File: config.mk
export PLATFORM = sky130hd
export DESIGN_NAME = multi_alien_renderer
export DESIGN_NICKNAME = d
export VERILOG_FILES = /design/src/rtl/multi_alien_renderer_pkg.sv /design/src/rtl/alien_hit_unit.sv /design/src/rtl/multi_alien_renderer.sv
export SDC_FILE = /design/constraint.sdc
export NUM_CORES = 1
export LEC_CHECK = 0
export ABC_AREA = 1
export CORE_MARGIN = 2
export CORE_UTILIZATION = 36
export DETAILED_ROUTE_END_ITERATION = 8
export HOLD_SLACK_MARGIN = 0.08
export PLACE_DENSITY = 0.54
export SYNTH_ARGS = -nofsm -noshare
export SYNTH_HDL_FRONTEND = slang
export SYNTH_SLANG_ARGS = --single-unit
File: constraint.sdc
create_clock -name clk -period 5.9 [get_ports clk]
set_input_delay 0.885 -clock clk [delete_from_list [all_inputs] [get_ports clk]]
set_output_delay 0.885 -clock clk [all_outputs]
set_load 0.03 [all_outputs]
File: src/rtl/multi_alien_renderer_pkg.sv
// Shared types, defaults and helpers for the multi-alien sprite address renderer.
package multi_alien_renderer_pkg;

    localparam int unsigned MAX_HALF_DEF   = 32;
    localparam int unsigned ADDR_W_DEF     = 11;
    localparam int unsigned RENDER_LATENCY = 3;

    typedef struct packed {
        logic [9:0] _x_pos;
        logic [9:0] _y_pos;
        logic [5:0] _r;
        logic [1:0] _deriv_left;
        logic [1:0] _deriv_right;
    } alien_data_t;

    // Per-channel S1 result; dx/dy/hw are only meaningful when hit is set.
    typedef struct packed {
        logic       hit;
        logic [5:0] dx;
        logic [6:0] dy;
        logic [5:0] hw;
        logic [1:0] deriv;
        logic [5:0] r;
    } alien_hit_t;

    function automatic int unsigned id_width(input int unsigned n);
        return (n > 1) ? $clog2(n) : 1;
    endfunction

endpackage

File: src/rtl/alien_hit_unit.sv
// Combinational hit test of one pixel against one alien descriptor.
// ALIEN_DEPTH_SORT_EN selects whether the depth key (_r) is forwarded.
module alien_hit_unit
    import multi_alien_renderer_pkg::*;
#(
    parameter int unsigned MAX_HALF = MAX_HALF_DEF
) (
    input  alien_data_t desc,
    input  logic        active,
    input  logic [9:0]  h_cnt,
    input  logic [9:0]  v_cnt,
    output alien_hit_t  hit
);

    logic [9:0]         hw;
    logic [9:0]         dx;
    logic               right;
    logic               visible;
    logic               h_hit;
    logic               v_hit;
    logic signed [11:0] top;
    logic signed [11:0] dy;

    always_comb begin
        hw      = 10'(MAX_HALF) - {4'b0, desc._r};
        visible = active && ({4'b0, desc._r} < 10'(MAX_HALF));
        right   = h_cnt >= desc._x_pos;
        dx      = right ? (h_cnt - desc._x_pos) : (desc._x_pos - h_cnt);
        h_hit   = dx < hw;
        // Signed top edge: sprites overlapping row 0 are clipped, not wrapped.
        top     = $signed({2'b00, desc._y_pos}) - $signed({2'b00, hw});
        dy      = $signed({2'b00, v_cnt}) - top;
        v_hit   = !dy[11] && (dy < $signed({1'b0, hw, 1'b0}));

        hit       = '0;
        hit.hit   = visible && h_hit && v_hit;
        hit.dx    = dx[5:0];
        hit.dy    = dy[6:0];
        hit.hw    = hw[5:0];
        hit.deriv = right ? desc._deriv_right : desc._deriv_left;
`ifdef ALIEN_DEPTH_SORT_EN
        hit.r     = desc._r;
`else
        // Equal keys make the winner scan a plain lowest-index priority encoder.
        hit.r     = '0;
`endif
    end

endmodule

File: src/rtl/multi_alien_renderer.sv
// Three-stage sprite-address generator choosing one alien per pixel.
// ALIEN_DEPTH_SORT_EN: winner is the hitting channel with the smallest _r.
module multi_alien_renderer
    import multi_alien_renderer_pkg::*;
#(
    parameter int unsigned N_ALIENS = 8,
    parameter int unsigned MAX_HALF = MAX_HALF_DEF,
    parameter int unsigned ADDR_W   = ADDR_W_DEF
) (
    input  logic                              clk,
    input  logic                              rst_n,
    input  logic                              frame_start,
    input  alien_data_t                       alien_data [N_ALIENS],
    input  logic [N_ALIENS-1:0]               alien_active,
    input  logic [9:0]                        h_cnt,
    input  logic [9:0]                        v_cnt,
    output logic [ADDR_W-1:0]                 pixel_addr,
    output logic [1:0]                        deriv_select,
    output logic [id_width(N_ALIENS)-1:0]     alien_id,
    output logic                              valid
);

    localparam int unsigned IdW = id_width(N_ALIENS);

    alien_data_t         shadow_data [N_ALIENS];
    logic [N_ALIENS-1:0] shadow_active;
    alien_hit_t          hit_c [N_ALIENS];
    alien_hit_t          s1_q  [N_ALIENS];

    logic           win_found;
    logic [IdW-1:0] win_idx;
    logic [5:0]     win_dx;
    logic [6:0]     win_dy;
    logic [5:0]     win_hw;
    logic [1:0]     win_deriv;
    logic [5:0]     win_r;

    logic           s2_valid_q;
    logic [IdW-1:0] s2_idx_q;
    logic [5:0]     s2_dx_q;
    logic [6:0]     s2_dy_q;
    logic [5:0]     s2_hw_q;
    logic [1:0]     s2_deriv_q;
    logic [12:0]    addr_full;

    always_ff @(posedge clk or negedge rst_n) begin
        if (!rst_n) begin
            shadow_active <= '0;
            for (int i = 0; i < N_ALIENS; i++) shadow_data[i] <= '0;
        end else if (frame_start) begin
            shadow_active <= alien_active;
            for (int i = 0; i < N_ALIENS; i++) shadow_data[i] <= alien_data[i];
        end
    end

    for (genvar g = 0; g < N_ALIENS; g++) begin : g_hit
        alien_hit_unit #(
            .MAX_HALF (MAX_HALF)
        ) u_hit (
            .desc   (shadow_data[g]),
            .active (shadow_active[g]),
            .h_cnt  (h_cnt),
            .v_cnt  (v_cnt),
            .hit    (hit_c[g])
        );
    end

    always_ff @(posedge clk or negedge rst_n) begin
        if (!rst_n) begin
            for (int i = 0; i < N_ALIENS; i++) s1_q[i] <= '0;
        end else begin
            for (int i = 0; i < N_ALIENS; i++) s1_q[i] <= hit_c[i];
        end
    end

    // Strict less-than keeps ties on the lower index.
    always_comb begin
        win_found = 1'b0;
        win_idx   = '0;
        win_dx    = '0;
        win_dy    = '0;
        win_hw    = '0;
        win_deriv = '0;
        win_r     = '0;
        for (int i = 0; i < N_ALIENS; i++) begin
            if (s1_q[i].hit && (!win_found || (s1_q[i].r < win_r))) begin
                win_found = 1'b1;
                win_idx   = IdW'(i);
                win_dx    = s1_q[i].dx;
                win_dy    = s1_q[i].dy;
                win_hw    = s1_q[i].hw;
                win_deriv = s1_q[i].deriv;
                win_r     = s1_q[i].r;
            end
        end
    end

    always_ff @(posedge clk or negedge rst_n) begin
        if (!rst_n) begin
            s2_valid_q <= 1'b0;
            s2_idx_q   <= '0;
            s2_dx_q    <= '0;
            s2_dy_q    <= '0;
            s2_hw_q    <= '0;
            s2_deriv_q <= '0;
        end else begin
            s2_valid_q <= win_found;
            s2_idx_q   <= win_idx;
            s2_dx_q    <= win_dx;
            s2_dy_q    <= win_dy;
            s2_hw_q    <= win_hw;
            s2_deriv_q <= win_deriv;
        end
    end

    always_comb begin
        addr_full = 13'(s2_dy_q) * 13'(s2_hw_q) + 13'(s2_dx_q);
    end

    always_ff @(posedge clk or negedge rst_n) begin
        if (!rst_n) begin
            valid        <= 1'b0;
            pixel_addr   <= '0;
            deriv_select <= '0;
            alien_id     <= '0;
        end else begin
            valid        <= s2_valid_q;
            pixel_addr   <= s2_valid_q ? ADDR_W'(addr_full) : '0;
            deriv_select <= s2_valid_q ? s2_deriv_q : 2'b00;
            alien_id     <= s2_valid_q ? s2_idx_q : '0;
        end
    end

endmodule

## After elaboration in Yosys (flattened, before gate mapping)

Index checks and enable logic that the tools add are counted.
Widths: inputs -> output; s select.

| operators by class | value |
|---|---|
| add/sub/neg operators | 41 |
| multipliers | 1 |
| magnitude comparators | 32 |
| multiplexer cells | 66 |
| reduce and logical (&&, ||, !) cells | 54 |

Operator list:

| cell | count |
|---|---|
| $sub 10x10->10 | 16 |
| $lt 12x12->1 | 8 |
| $mux 6 | 16 |
| $sub 11x12->12 | 8 |
| $sub 10x10->11 | 8 |
| $ge 10x10->1 | 8 |
| $lt 10x10->1 | 8 |
| $mux 10 | 8 |
| $mux 7 | 8 |
| $sub 6x6->7 const A | 8 |
| $lt 6x6->1 const B | 8 |
| $logic_and 1x1->1 | 39 |
| $mux 2 | 17 |
| $mux 3 | 7 |
| $logic_not 1->1 | 15 |
| $add 11x6->11 | 1 |
| $mul 7x6->11 | 1 |
| $mux 11 | 1 |
| $mux 1 | 9 |

| storage, ports and cells | value |
|---|---|
| flip-flop bits (word level) | 466 |
| input bits | 271 |
| output and inout bits | 17 |

## Logic depth before layout (Yosys ltp)

| depth | value |
|---|---|
| depth in word-level cells | 22 |
| depth in mapped cells | 34 |
| depth with buffers taken out | 34 |

## Hierarchy

A second synthesis with hierarchy kept.

| unflattened totals | value |
|---|---|
| cell total of the unflattened synthesis | 5,056 |
| area, all modules | 41,608.7 sq um |

By module, submodules not included:

| module | instances | cells each | area an instance (sq um) | sequential area each (sq um) |
|---|---|---|---|---|
| multi_alien_renderer | 1 | 1,615 | 20,359.5 | 12,862.3 |
| alien_hit_unit at g_hit[1].u_hit ... | 5 | 429 | 2,665.1 | 0.0 |
| alien_hit_unit at g_hit[0].u_hit ... | 3 | 432 | 2,641.3 | 0.0 |

## Least setup slack after synthesis

No wires, ideal clock.

| timing | value |
|---|---|
| path type | reg-to-reg |
| start point | register shadow_data[214] (netlist name) |
| end point | register s1_q[223] (netlist name) |
| library setup time | 77 ps |
| arrival time | 4,265 ps |
| slack | 1,557 ps |
| cell stages (with the launch flop) | 30 |
| clock period less this slack | 4,343 ps |
| path through | dfrtp_1 -> inv_1 -> ha_1 -> xor2_1 -> ha_1 -> nand2_1 -> nor2_1 -> a211oi_1 -> or2_1 -> nand3_1 -> nand2_1 -> xor2_1 -> ha_1 -> nand2_1 -> nor2_1 -> nand2_1 -> and3_1 -> inv_1 -> nand2_1 -> nand2_1 -> a21o_1 -> nand2_1 -> nand2_1 -> a21oi_1 -> xnor2_1 -> ha_1 -> or3_1 -> a2111oi_0 -> nand3_1 -> a21oi_1 |

==> reports/qor.txt <==
Outcome - finished, final reports clean
Vias in the first global route - 30100
Initial Util - 36.3%
Top_reg_cell synth - dfrtp_1
Setup Buffers After CTS - 0
RSZ-0062 raised after global routing - no
Clk_skew - 0.0195 ns
First-pass GRT wire length - 179000 um
Io pins - 288
Fmax - 189 MHz
Most frequent cell on the critical path - nand2_1
Clock share of power - 25.5%
DR iter-0 viols - 2176
Met1 Usage GRT - 32.4%
Num CTS Buffers - 59
DIE AREA - 102000 um2
Tot GR Track Use - 23.1%
CTS sink cnt - 466
DR vias - 30600
Post-layout min period - 5.29 ns
Die width - 319 um
Final ANT Viol Nets - 0
Slowest library cell on the worst path - xor2_1
Met3 Usage GRT - 4.64%
Post-synth EDFFs - 0
Sequential Power Share - 27.2%
Post-Syn Nets - 5305
CORE AREA - 98400 um2
VDD IR max - 0.272 mV
Min-delay worst type - in2async
Initial antenna violation count - 6
Hold Fails Final Rpt - 0
Post-DP HPWL - 93700 um
Register area share after synthesis - 32.6%
Setup ws final - 0.606 ns
Combinational Power Share - 47.2%
Kind of end point of the critical path - register
Buffers added on ports - 287
Skew-Pair Late Insertion Delay - 0.67 ns
Fillers - 10100
Crit path from - shadow_data[214]
Final setup viols - 0
Worst Setup Start Kind - register
Total wire length - 119000 um
Root buffer cell - clkbuf_16
Remaining Overflow, GRT - 0
Critical path class - reg2reg
Nets - 5601
Post-CTS sizing - 0
Vias per cell - 4.94
Largest net degree at the start of global routing - 145
Slew margin rel. - 21.2%
Busiest grt layer - met2
DR WL/cell - 19.2 um
Cell variety after synth - 64
Arrival time worst endpoint - 5.87 ns
Clk slew on worst S/H paths - 0.06 ns
R2r startpoint - shadow_data[214]
Slew @ Worst Pin - 1.18 ns
Req. time, crit path - 6.47 ns
Max-Cap Viols - 0
Worst Setup EP - s1_q[223]
Setup_tns - 0 ns
Clk buf depth - 3
Mapped Avg Cell Area - 7.85 um2
Post-Syn Area - 35700 um2
Met2 usage - 35.4%
Pwr Density - 364 nW/um2
Tcrit/Tclk final - 89.7%
Switch share - 42.1%
Hold_buf cts - 0
Cells on worst reg2reg path - 29
Number of core rows - 115
H-tree levels - 2
Fin. max-slew vios - 0
FF-to-FF End - s1_q[223]
Internal cell power - 8920 uW
Switch Pwr - 6490 uW
Leak - 0.0216 uW
Die Span Y - 319 um
Slowest stage delay, CP - 0.45 ns
Setup WS pre-CTS - 0.621 ns
Crit Path Max Fanout - 6
Final Wtd Congestion - 0.938
Ys Warns - 0
Area delta synth->final - 18.4%
Fraction of registers with async set/reset - 100%
Pre-antenna DRT Iters - 6
CTS tree - yes
Mapped Cells - 4550
FF+latch count, synth - 466
Layout cell share with drive strength beyond 1 - 6.07%
R2R Setup Slk - 0.61 ns
DRC - 0
Final core utilization - 43.0%
==> area by class of cell <==
type,count,area [um2],area share [%]
antenna,2,5.00,0.0118
clock buffer,82,1690,3.98
clock inverter,29,405,0.958
inverter,741,2790,6.59
multi-input combinational,3251,20900,49.4
sequential,466,11700,27.6
tap,1287,1610,3.81
timing repair buffer,327,3260,7.70
==> cells by family (layout without fill, tap and decap cells) <==
| kind of cell | after synthesis | after routing | synth area share, % |
|---|---|---|---|
| xor+xnor | 218 | 218 | 5.61 |
| simple gates | 1680 | 1680 | 20.0 |
| compound gates | 799 | 799 | 12.6 |
| flops | 466 | 466 | 32.6 |
| other cells | 0 | 2 | 0 |
| buf+inv | 833 | 1179 | 8.91 |
| mux | 70 | 70 | 2.18 |
| fa+ha+maj | 484 | 484 | 18.1 |
==> worst min path at each step <==
| stage | depth (start not counted) | slack, ns | startpoint | endpoint |
|---|---|---|---|---|
| finish | 1 | 0.13 | rst_n | shadow_data[220] |
| global route | 1 | 0.13 | rst_n | shadow_data[197] |
| CTS | 1 | 0.10 | rst_n | shadow_data[220] |
| detailed placement | 2 | 0.43 | s2_idx_q[0] | alien_id[0] |
| global placement | 2 | 0.43 | s2_deriv_q[0] | deriv_select[0] |
| floorplan | 0 | 0.40 | shadow_data[184] | s1_q[176] |
==> sequential cells by signal (all words and copies together) (netlist names) <==
register       cells
valid              1
s2_hw_q            6
s2_dx_q            6
shadow_data      240
pixel_addr        11
s2_valid_q         1
s1_q             176
deriv_select       2
s2_deriv_q         2
s2_idx_q           3
alien_id           3
shadow_active      8
s2_dy_q            7
==> cells in the mapped netlist (8+ instances only) <==
| library cell | instances | area (um2) |
|---|---|---|
| o221ai_1 | 14 | 123 |
| mux2i_1 | 8 | 80.1 |
| clkbuf_1 | 59 | 221 |
| o21ai_0 | 346 | 1730 |
| o21bai_1 | 18 | 135 |
| a21boi_0 | 15 | 113 |
| nand2_1 | 1080 | 4050 |
| xnor2_1 | 71 | 622 |
| ha_1 | 429 | 5370 |
| o21ai_1 | 16 | 80.1 |
| a211oi_1 | 16 | 120 |
| nand3_1 | 245 | 1230 |
| fa_1 | 55 | 1100 |
| dfrtp_1 | 466 | 11700 |
| or2_2 | 13 | 81.3 |
| xor2_1 | 139 | 1220 |
| a21oi_1 | 256 | 1280 |
| inv_2 | 19 | 71.3 |
| a21o_1 | 27 | 203 |
| nor2_1 | 179 | 672 |
| nand4_1 | 69 | 432 |
| mux2_2 | 62 | 698 |
| nand2_2 | 19 | 119 |
| o21a_1 | 11 | 82.6 |
| nand3_2 | 9 | 90.1 |
| o31ai_1 | 10 | 75.1 |
| a221oi_1 | 16 | 140 |
| nor3_1 | 24 | 120 |
| buf_2 | 19 | 95.1 |
| inv_1 | 720 | 2700 |
| nand3b_1 | 11 | 82.6 |
| a31oi_1 | 25 | 156 |
==> metrics by stage <==
step,instances,area [um2],hold slack (ns),total power [uW]
finish,6185,42300,0.131,15400
global placement,6072,40200,0.434,11400
global route,6183,42300,0.127,16700
CTS,6183,42300,0.102,15500
floorplan,4550,35700,0.399,9240
detailed placement,6072,40200,0.432,11500
==> worst max-delay path, delay by kind of cell (launching register included) <==
family / cells / cell delay [ns]
buffers and inverters: 2 / 0.20
xor gates and xnor gates: 3 / 0.77
adders and majority gates: 4 / 1.15
DFF: 1 / 0.43
and+or+nand+nor: 15 / 1.51
AOI/OAI and AO/OA: 5 / 1.12
==> power groups by stage <==
stage               registers, uW  clock network (uW)  logic [uW]
CTS                          4190                4030        7280
finish                       4200                3930        7280
global placement             4240                   0        7190
global route                 4260                4150        8300
detailed placement           4250                   0        7220
floorplan                    4120                   0        5110
==> routing by layer <==
layer	up-vias	wire, um	share of wire, %
li1	15400	-	-
met1	14300	56200	47
met2	690	50800	43
met3	131	7280	6.1
met4	0	4390	3.7
met5	-	0	0
==> cell usage in the layout, fill, tap and decap left out, types with 15 or more instances in the layout <==
master and n:
inv_2 19, nor2_1 178, a221oi_1 16, nand4_1 69
o21bai_1 18, a31oi_1 25, a21oi_1 256, o21ai_1 16
clkdlybuf4s50_1 285, nand3_1 245, a211oi_1 16, nand2_2 19
clkbuf_16 61, a21o_1 27, dfrtp_1 466, nor3_1 24
xnor2_1 71, inv_1 720, xor2_1 139, mux2_2 62
nand2_1 1080, ha_1 429, o21ai_0 346, buf_4 34
fa_1 55, a21boi_0 15
Power figures use the tool's default switching activity.
